[src/rtl/rr_hold_arbiter.sv]
// Round-robin arbiter with multi-cycle grant lock; owner releases on done, request drop,
// or (when RR_HOLD_ARB_TIMEOUT_EN is defined) after MAX_HOLD grant cycles.
module rr_hold_arbiter #(
  parameter int N        = 4,
  parameter int MAX_HOLD = 8
) (
  input  logic                 clk,
  input  logic                 reset,
  input  logic [N-1:0]         req_i,
  input  logic [N-1:0]         done_i,
  output logic [N-1:0]         gnt_o,
  output logic                 gnt_valid_o,
  output logic [$clog2(N)-1:0] gnt_id_o,
  output logic                 timeout_o
);

  localparam int ID_W = $clog2(N);

  if (N < 2 || N > 16) begin : g_bad_n
    $error("rr_hold_arbiter: N must be in 2..16");
  end
  if (MAX_HOLD < 2 || MAX_HOLD > 255) begin : g_bad_hold
    $error("rr_hold_arbiter: MAX_HOLD must be in 2..255");
  end

  typedef enum logic {
    IDLE  = 1'b0,
    GRANT = 1'b1
  } state_t;

  state_t          state_q, state_d;
  logic [ID_W-1:0] ptr_q, ptr_d;
  logic [ID_W-1:0] winner;
  logic [ID_W-1:0] next_ptr;
  logic            found;
  logic            owner_release;
  logic            release_evt;
  logic [N-1:0]    gnt_d;
  logic            gnt_valid_d;
  logic [ID_W-1:0] gnt_id_d;

`ifdef RR_HOLD_ARB_TIMEOUT_EN
  localparam int              HOLD_W    = $clog2(MAX_HOLD);
  localparam logic [HOLD_W-1:0] HOLD_LAST = HOLD_W'(MAX_HOLD - 1);

  logic [HOLD_W-1:0] hold_q, hold_d;
  logic              hold_limit;
  logic              timeout_d;

  assign hold_limit = (hold_q == HOLD_LAST);
`endif

  // Wrapping scan starting at ptr; the index is folded manually so N need not be a power of 2.
  always_comb begin
    int idx;
    // NOTE: every variable assigned in a combinational block gets a default first, so no path
    // leaves it unassigned and no latch is inferred.
    found  = 1'b0;
    winner = '0;
    idx    = 0;
    for (int i = 0; i < N; i++) begin
      idx = int'(ptr_q) + i;
      if (idx >= N) idx = idx - N;
      if (!found && req_i[ID_W'(idx)]) begin
        found  = 1'b1;
        winner = ID_W'(idx);
      end
    end
  end

  // Only the owner's done/req bits matter; gnt_o is one-hot so masking selects them.
  assign owner_release = (|(done_i & gnt_o)) | ~(|(req_i & gnt_o));
  assign next_ptr      = (gnt_id_o == ID_W'(N - 1)) ? '0 : gnt_id_o + ID_W'(1);

`ifdef RR_HOLD_ARB_TIMEOUT_EN
  assign release_evt = owner_release | hold_limit;
`else
  assign release_evt = owner_release;
`endif

  // State register: FSM state, pointer, hold counter and all registered outputs.
  always_ff @(posedge clk) begin
    if (reset) begin
      state_q     <= IDLE;
      ptr_q       <= '0;
      gnt_o       <= '0;
      gnt_valid_o <= 1'b0;
      gnt_id_o    <= '0;
`ifdef RR_HOLD_ARB_TIMEOUT_EN
      hold_q      <= '0;
      timeout_o   <= 1'b0;
`endif
    end else begin
      // NOTE: sequential state uses non-blocking assignments so every flop samples the
      // pre-edge values regardless of statement order.
      state_q     <= state_d;
      ptr_q       <= ptr_d;
      gnt_o       <= gnt_d;
      gnt_valid_o <= gnt_valid_d;
      gnt_id_o    <= gnt_id_d;
`ifdef RR_HOLD_ARB_TIMEOUT_EN
      hold_q      <= hold_d;
      timeout_o   <= timeout_d;
`endif
    end
  end

`ifndef RR_HOLD_ARB_TIMEOUT_EN
  assign timeout_o = 1'b0;
`endif

  // Next-state logic.
  always_comb begin
    state_d = state_q;
    unique case (state_q)
      IDLE:    if (found)       state_d = GRANT;
      GRANT:   if (release_evt) state_d = IDLE;
      default: state_d = IDLE;
    endcase
  end

  // Output logic: next values of the registered outputs, pointer and hold counter.
  always_comb begin
    gnt_d       = gnt_o;
    gnt_valid_d = gnt_valid_o;
    gnt_id_d    = gnt_id_o;
    ptr_d       = ptr_q;
`ifdef RR_HOLD_ARB_TIMEOUT_EN
    hold_d      = hold_q;
    timeout_d   = 1'b0;
`endif
    unique case (state_q)
      IDLE: begin
        gnt_d       = '0;
        gnt_valid_d = 1'b0;
        gnt_id_d    = '0;
`ifdef RR_HOLD_ARB_TIMEOUT_EN
        hold_d      = '0;
`endif
        if (found) begin
          gnt_d       = N'(1) << winner;
          gnt_valid_d = 1'b1;
          gnt_id_d    = winner;
        end
      end
      GRANT: begin
        if (release_evt) begin
          gnt_d       = '0;
          gnt_valid_d = 1'b0;
          gnt_id_d    = '0;
          ptr_d       = next_ptr;
`ifdef RR_HOLD_ARB_TIMEOUT_EN
          // A done or request drop coinciding with the limit is an ordinary release.
          timeout_d   = hold_limit & ~owner_release;
          hold_d      = '0;
`endif
        end else begin
`ifdef RR_HOLD_ARB_TIMEOUT_EN
          hold_d = hold_limit ? hold_q : hold_q + HOLD_W'(1);
`endif
        end
      end
      default: begin
        gnt_d       = '0;
        gnt_valid_d = 1'b0;
        gnt_id_d    = '0;
      end
    endcase
  end

endmodule

[config.mk]
export PLATFORM = sky130hd
export DESIGN_NAME = rr_hold_arbiter
export DESIGN_NICKNAME = d
export VERILOG_FILES = /design/src/rtl/rr_hold_arbiter.sv
export SDC_FILE = /design/constraint.sdc
export NUM_CORES = 1
export LEC_CHECK = 0
export CAP_MARGIN = 20
export CORE_AREA = 2 2 39 41
export CTS_BUF_LIST = sky130_fd_sc_hd__clkbuf_8
export DETAILED_ROUTE_END_ITERATION = 12
export DIE_AREA = 0 0 41 43
export PLACE_DENSITY = 0.69
export RECOVER_POWER = 100
export SKIP_CTS_REPAIR_TIMING = 1
export SYNTH_ARGS = -nofsm -noshare
export SYNTH_HDL_FRONTEND = slang
export SYNTH_SLANG_ARGS = --single-unit
export TNS_END_PERCENT = 10
[constraint.sdc]
create_clock -name clk -period 1.5 [get_ports clk]
set_input_delay 0.3 -clock clk [delete_from_list [all_inputs] [get_ports clk]]
set_output_delay 0.3 -clock clk [all_outputs]
set_load 0.02 [all_outputs]
==> results of run 1 <==
## kinds of logic after synthesis
| group | share of synthesized area, % |
|---|---|
| simple gates | 23.1 |
| buf+inv | 3.74 |
| flops | 37.4 |
| other cells | 0.700 |
| compound gates | 32.7 |
| fa+ha+maj | 2.34 |
## flip-flops by register name (all words and copies together) (netlist names)
| signal | count |
|---|---|
| gnt_o | 4 |
| ptr_q | 2 |
| state_q | 1 |
| gnt_valid_o | 1 |
| gnt_id_o | 2 |
## per-layer routing
metal  share of wire, %  track usage [%]  vias to the layer above
met5                  0                0                        -
met4                3.3             14.0                        0
met3                5.0             5.76                        6
met2                 46             21.3                       13
met1                 46             21.8                      235
li1                   -                -                      271
## cell type report
type / instances / area share, %
repair buffers: 24 / 28.3
multi-input cells: 44 / 37.8
well taps: 16 / 2.40
clock buffers: 4 / 6.60
flip-flops and latches: 10 / 24.0
inverters: 2 / 0.900
## through the flow
step	cells	utilization, %
floorplan	58	-
global placement	96	55.2
detailed placement	96	55.2
CTS	100	59.1
global route	100	60.3
finish	100	60.3
## worst min-delay path, stage by stage (launching register included)
cell and delay [ns]:
dfxtp_1 0.30, nand2_1 0.05, nand2_1 0.04
## cell usage after synthesis, drive strengths merged
master / instances
or3: 1
a22oi: 2
buf: 2
nor2: 1
a221o: 1
nand2: 6
inv: 2
conb: 1
nand3: 1
o31ai: 2
o32a: 1
o21ai: 4
a2111oi: 1
nand4b: 1
nor4: 1
o32ai: 1
nor2b: 3
ha: 1
a21o: 1
a32o: 2
and2: 1
dfxtp: 10
a22o: 2
a21oi: 2
nand2b: 5
nor3: 2
a211o: 1
## where the power goes
part	internal, uW	switching (uW)	leakage [uW]
combinational	111	102	0.000324
clock	231	108	0.0000288
sequential	292	26.5	0.0000822
total	634	237	0.000435
## worst paths after layout
check / slack [ns] / end / cells past startpoint
worst max register to register: 0.12 / gnt_o[2] / 4
worst min-delay path: 0.44 / gnt_valid_o / 2
worst max-delay path: 0.04 / state_q / 5
worst min register to register: 0.44 / gnt_valid_o / 2
==> results.txt, run 1 <==
- Routed Wire Length: 1.32 mm
- Critical setup path kind: in2reg
- Pre-CTS worst setup slack: -0.328 ns
- Hold path startpoint: gnt_valid_o
- Max-cap violations in this run came to 0.
* Clock root buffer: clkbuf_8
- In the global route stage, overall resource usage came out at 16.8%.
- The top cell types in the final layout, fill and taps aside, are dfxtp_1 (10), dlymetal6s2s_1 (9), buf_4 (8), nand2_1 (6), clkdlybuf4s50_1 (6).
- The congestion estimate from routability-driven global placement came to 0.766.
- H-tree levels: 1
- In this run, the number of DRC markers left after iteration 0 of detailed routing was 10.
- Setup clock skew after layout: 0.00434 ns
- Post-Place Cell Area: 763 sq um
* Routed length per placed instance: approximately 13 microns
* Die Span X: 41 microns
- Startpoint of the most critical register-to-register path: ptr_q[0]
* Total area of sequential cells: 200 sq um
- The library cell used most frequently in the layout, excluding fill and tap cells, is dfxtp_1.
* Number of global-route vias before repair: roughly 440
- The analysis attributes to cell leakage a power of 0.000435 uW.
- Fraction of layout instances using a drive strength above 1: 19.0%
- The repair_antennas step left the layout with diodes totalling 0.
* Combined buffer and inverter count along the critical path: 1
- The design draws between 800 and 900 uW.
- Slowest stage cell on the critical path: clkdlybuf4s50_1
- The floorplan has 14 rows.
- Counting every instance in the synthesized netlist gives 58.
- The largest total area in the synthesized netlist belongs to dfxtp_1.
* Synthesis-stage register bit count: 10
* Number of I/O pins: 18
* Aggregate global routing overflow: 0
- DRC: 0
- The top cell type by area accounts for 37.4% of the synthesized area.
* Final critical-path setup slack: just over 0.04 ns
* Number of nets in the final layout: 96
* Maximum clock insertion buffer count: 2
- Clock tree synthesis inserted a total of 3 buffers.
- Worst vdd ir: slightly below 0.6 mV
- The final critical path takes up 97.2% of the cycle.
* Die outline height: 43 microns
- In this run the worst setup path begins at done_i[0].
- TritonCTS built the clock tree.
- Clock input transition at the sequential cells of the worst setup and hold paths: 0.05 ns
- In this run the worst path has a maximum fanout of 3.
- Delay of the slowest cell on the worst path: 0.40 ns
- Die area: about 1800 sq um
- Portion of the post-synthesis area used by sequential elements: 37.4%
- In the final timing run, aggregate negative setup slack is 0 ns.
* Final Hold Fails: 0
* Outcome: finished clean
- In this run, distinct cell masters in the synthesized netlist total 32.
* Minimum hold slack: about 0.44 ns
- Area added between synthesis and finish: 55.8%
- Top Family by Delay on Critical Path: compound AO/OA/AOI/OAI gates
- In this run the power density over the cells is 1040 nW/um^2.
- The wire-length estimate of the detail-placed layout is around 950 microns.
- Minimum clock period: 1.46 ns
- The clock drives 10 sinks.
* Critical path launch point type: input port
- Data on the critical path arrives at its endpoint at 1.63 ns.
* Post-route design area: 835 sq um
- In this run the cell area of the synthesized design comes to 536 sq um.
* Ranking of synthesized cells by area: dfxtp_1 (37%), nand2b_1 (5.8%), a2111oi_4 (5.1%)
- Filler Cells Inserted: roughly 120
- Number of buffers inserted by port buffering: 16
- Critical path data required time: 1.67 ns
* Antenna violations before repair: 0
- Syn Area/Cell: 9.23 sq um
* Setup repair after global routing missed its margin: yes
- The critical path goes through clkdlybuf4s50_1 > a22o_1 > a211o_1 > and2_1 > nor3_2.
- Total count of max-transition violations in the final report: 0
- The worst hold path belongs to the class reg2reg.
- Synthesis produced a netlist with a net count of 69.
- Combined area of the multi-input logic cells: 315 sq um
- Derived from the worst setup path, the maximum achievable clock frequency is about 700 MHz.
- Std-Cell Core Area: 1380 sq um
- Global-route wire length before repair: 1.93 mm
- Warnings from Yosys: 0
* Maximum number of pins on one net before global-route repair: 8
- Initial cell density of the core: around 39%
* Number of routed nets with antenna violations: 0
- Vias per cell: 5.25
* Total via count in the routed design: 525
- Endpoint type of the worst setup path: flip-flop
* TritonRoute pass-1 iters: 4
* Setup-failing EPs final: 0
- Clock insertion delay at the later pin of the skew report: 0.24 ns
Note: power is estimated with default switching activity, not from simulation.
==> inputs of run 2 (changes only) <==
--- a/config.mk
+++ b/config.mk
@@ -6,11 +6,13 @@
 export NUM_CORES = 1
 export LEC_CHECK = 0
 export CAP_MARGIN = 20
-export CORE_AREA = 2 2 39 41
+export CELL_PAD_IN_SITES_DETAIL_PLACEMENT = 1
+export CELL_PAD_IN_SITES_GLOBAL_PLACEMENT = 2
+export CORE_MARGIN = 2
+export CORE_UTILIZATION = 26
 export CTS_BUF_LIST = sky130_fd_sc_hd__clkbuf_8
 export DETAILED_ROUTE_END_ITERATION = 12
-export DIE_AREA = 0 0 41 43
-export PLACE_DENSITY = 0.69
+export PLACE_DENSITY = 0.75
 export RECOVER_POWER = 100
 export SKIP_CTS_REPAIR_TIMING = 1
 export SYNTH_ARGS = -nofsm -noshare
==> run 2 against run 1 <==
Against the previous run: worst hold slack improved by 0.0072 ns; sequential share of layout area is 0.60 points lower; via count increased by 7.6%; worst setup slack got worse by 0.0013 ns; combinational power rose by 6%; sequential cell count stayed put; fmax barely moved; critical endpoint is now gnt_valid_o; largest cell class unchanged.
==> results.txt, run 2 (synthesis gave the netlist of run 1 again) <==
- The max-capacitance violation count is 0 (unchanged).
- The relative contribution of the clock network to total power was 33.8% (-5.1 points).
- Minimum clock period: 1.46 ns (+0.00130 ns)
- Hold path startpoint: gnt_valid_o
- The sequential power share is 38.9% (+2.3 points).
- The final instance area came to 856 sq um (+2.5%).
- Leaving out fill and tap cells, the most frequent cell in the layout is buf_4.
- The post-place setup slack is -0.411 ns (-0.0828 ns).
* Initial cell density of the core: 27.3% (-11 points)
- Clock tree from TritonCTS: done
* Number of global-route vias before repair: 580 (+32%)
* Total power per unit cell area: 964 nW/um^2 (-7.6%)
* Clock root buffer: clkbuf_8
- H-tree levels: 1 (unchanged)
* Aggregate global-route resource usage: 14.7% (-2.1 points)
* DRC: 0 (unchanged)
- Global-route wire length before repair: 2.74 mm (+42%)
* Hold EP: gnt_valid_o
- Vias per cell: 4.91 (-6.4%)
- The switching power is 241 uW (+1.5%).
* TritonRoute pass-1 iters: 2 (-2)
- The net total in the final layout was 101 (+5.2%).
- The sum of buffers and inverters on the critical path was 1 (unchanged).
- The aggregate global routing overflow was 0 (unchanged).
- Most frequent cells in the layout: buf_4 (13), dfxtp_1 (10), nand2_1 (6), clkdlybuf4s50_1 (6), dlymetal6s2s_1 (6)
- Setup-failing EPs final: 0 (unchanged)
- The die area was 2440 sq um (+38%).
- The total CTS buffers came to 3 (unchanged).
- The endpoint identified for the worst register-to-register timing path is gnt_o[2].
- The leakage power figure is 0.000398 uW (-8.5%).
- Post-Place Cell Area: 815 sq um (+6.7%)
- The required time of the critical path came to 1.20 ns (-0.47 ns).
- Registers with the most flip-flops: gnt_o (4), gnt_id_o (2), ptr_q (2)
* Cell-internal power: 585 uW (-7.8%)
- Half-perimeter wire length after placement: 1.26 mm (+33%)
* Number of flip-flops under the largest register name: 4 (unchanged)
- Maximum clock insertion buffer count: 2 (unchanged)
- Antenna violations before repair: 0 (unchanged)
- The min-delay analysis places its worst path in the category reg2reg.
* Fraction of layout instances using a drive strength above 1: 25.0% (+6.0 points)
- Die outline height: 49.4 microns (+15%)
- Outcome: finished clean
- The count of vias placed by the detailed router was 565 (+7.6%).
- Routed length per placed instance: 13.4 microns (+1.7%)
* Register containing the most flip-flops in the final layout: gnt_o
* Delay of the slowest cell on the worst path: 0.60 ns (+0.20 ns)
* Total count of max-transition violations in the final report: 0 (unchanged)
- Top Family by Delay on Critical Path: buffers and inverters
- The largest fanout on the critical path was 2 (-1).
- Slowest stage cell on the critical path: clkdlybuf4s50_1
* Number of buffers inserted by port buffering: 16 (unchanged)
- FMAX: 685 MHz (about the same)
- Worst hold stages: 2 (unchanged)
- The final clock period utilization by the worst path was 97.3% (about the same).
- The routability-driven placement congestion ratio was 0.743 (-3.1%).
- Std-Cell Core Area: 1960 sq um (+42%)
* Critical Path AT: 1.16 ns (-0.47 ns)
- The area growth from synthesis to layout is 59.8%.
- The final number of hold-violating endpoints came to 0 (unchanged).
- The clock transition at the registers of the reported paths came to 0.05 ns (about the same).
- The portion of total power attributed to combinational logic came to 27.2% (+2.7 points).
- The largest net degree at the start of global routing came to 8 (unchanged).
* Critical path cell sequence: clkdlybuf4s50_1
* Number of rows in the core area: 16 (+2)
- Startpoint of the most critical register-to-register path: ptr_q[0]
- Endpoint type of the worst setup path: primary output
- Die Span X: 49.4 microns (+20%)
- The worst setup path is launched from a flip-flop.
- Critical setup path kind: reg2out
* Filler Cells Inserted: 250 (+110%)
* Number of routed nets with antenna violations: 0 (unchanged)
* Iteration-0 DRC count of the detailed router: 3 (-7)
- Clock insertion delay at the later pin of the skew report: 0.23 ns (about the same)
- CTS sink cnt: 10 (unchanged)
* Number of I/O pins: 18 (unchanged)
* Number of cells on the worst reg-to-reg path: 4 (unchanged)
- Switching part of the total power: 29.2% (+1.9 points)
- Setup slack of the worst register-to-register path: 0.09 ns (-0.03 ns)
* Final critical-path setup slack: 0.0403 ns (-0.00130 ns)
- Setup repair after global routing could not meet its margin everywhere.
* Antenna fix cells: 0 (unchanged)
* Worst vdd ir: 0.616 mV (+4.5%)
- The total length of routed wires is 1.54 mm (+17%).
* Setup clock skew after layout: 0.000458 ns (-0.00388 ns)
==> run 2: per-layer routing <==
layer,part of all wire [%],GRT usage (%),up-vias
li1,-,-,279
met5,0,0,-
met4,1.4,6.94,0
met3,3.7,3.37,3
met1,45,19.1,270
met2,50,23.0,13
==> run 2: layout make-up <==
cell class                 count  area, sq um  share of cell area (%)
inverter                       2         7.51                   0.877
sequential                    10          200                    23.4
tap                           27         33.8                    3.95
multi-input combinational     44          325                    38.0
timing repair buffer          29          248                    28.9
clock buffer                   3         41.3                    4.82
==> run 2: metrics by stage <==
stage          setup TNS (ns)  hold WS, ns  total power [uW]  std cells  util (%)
4_1_cts                 -1.38        0.451               844        115      43.6
2_1_floorplan               0        0.370               434         58         -
3_5_place_dp            -3.37        0.445               561        112      41.5
6_report                    0        0.447               825        115      43.6
5_1_grt               -0.0690        0.477               873        115      43.6
3_3_place_gp            -3.17        0.448               558        112      41.5
==> run 2: worst max path at each step <==
stage,start,endpoint,cells past startpoint
2_1_floorplan,gnt_o[2],gnt_o[1],4
3_3_place_gp,req_i[2],gnt_o[0],5
3_5_place_dp,req_i[2],gnt_o[2],5
4_1_cts,req_i[2],gnt_o[2],5
5_1_grt,reset,gnt_o[1],6
6_report,gnt_valid_o,gnt_valid_o,1
==> run 2: power by group through the flow <==
| stage | clock network, uW | logic, uW | registers, uW |
|---|---|---|---|
| after global placement | 0 | 234 | 324 |
| after floorplan | 0 | 96.1 | 337 |
| after detailed placement | 0 | 235 | 326 |
| final | 279 | 225 | 321 |
| after global routing | 300 | 248 | 325 |
| after CTS | 286 | 238 | 320 |
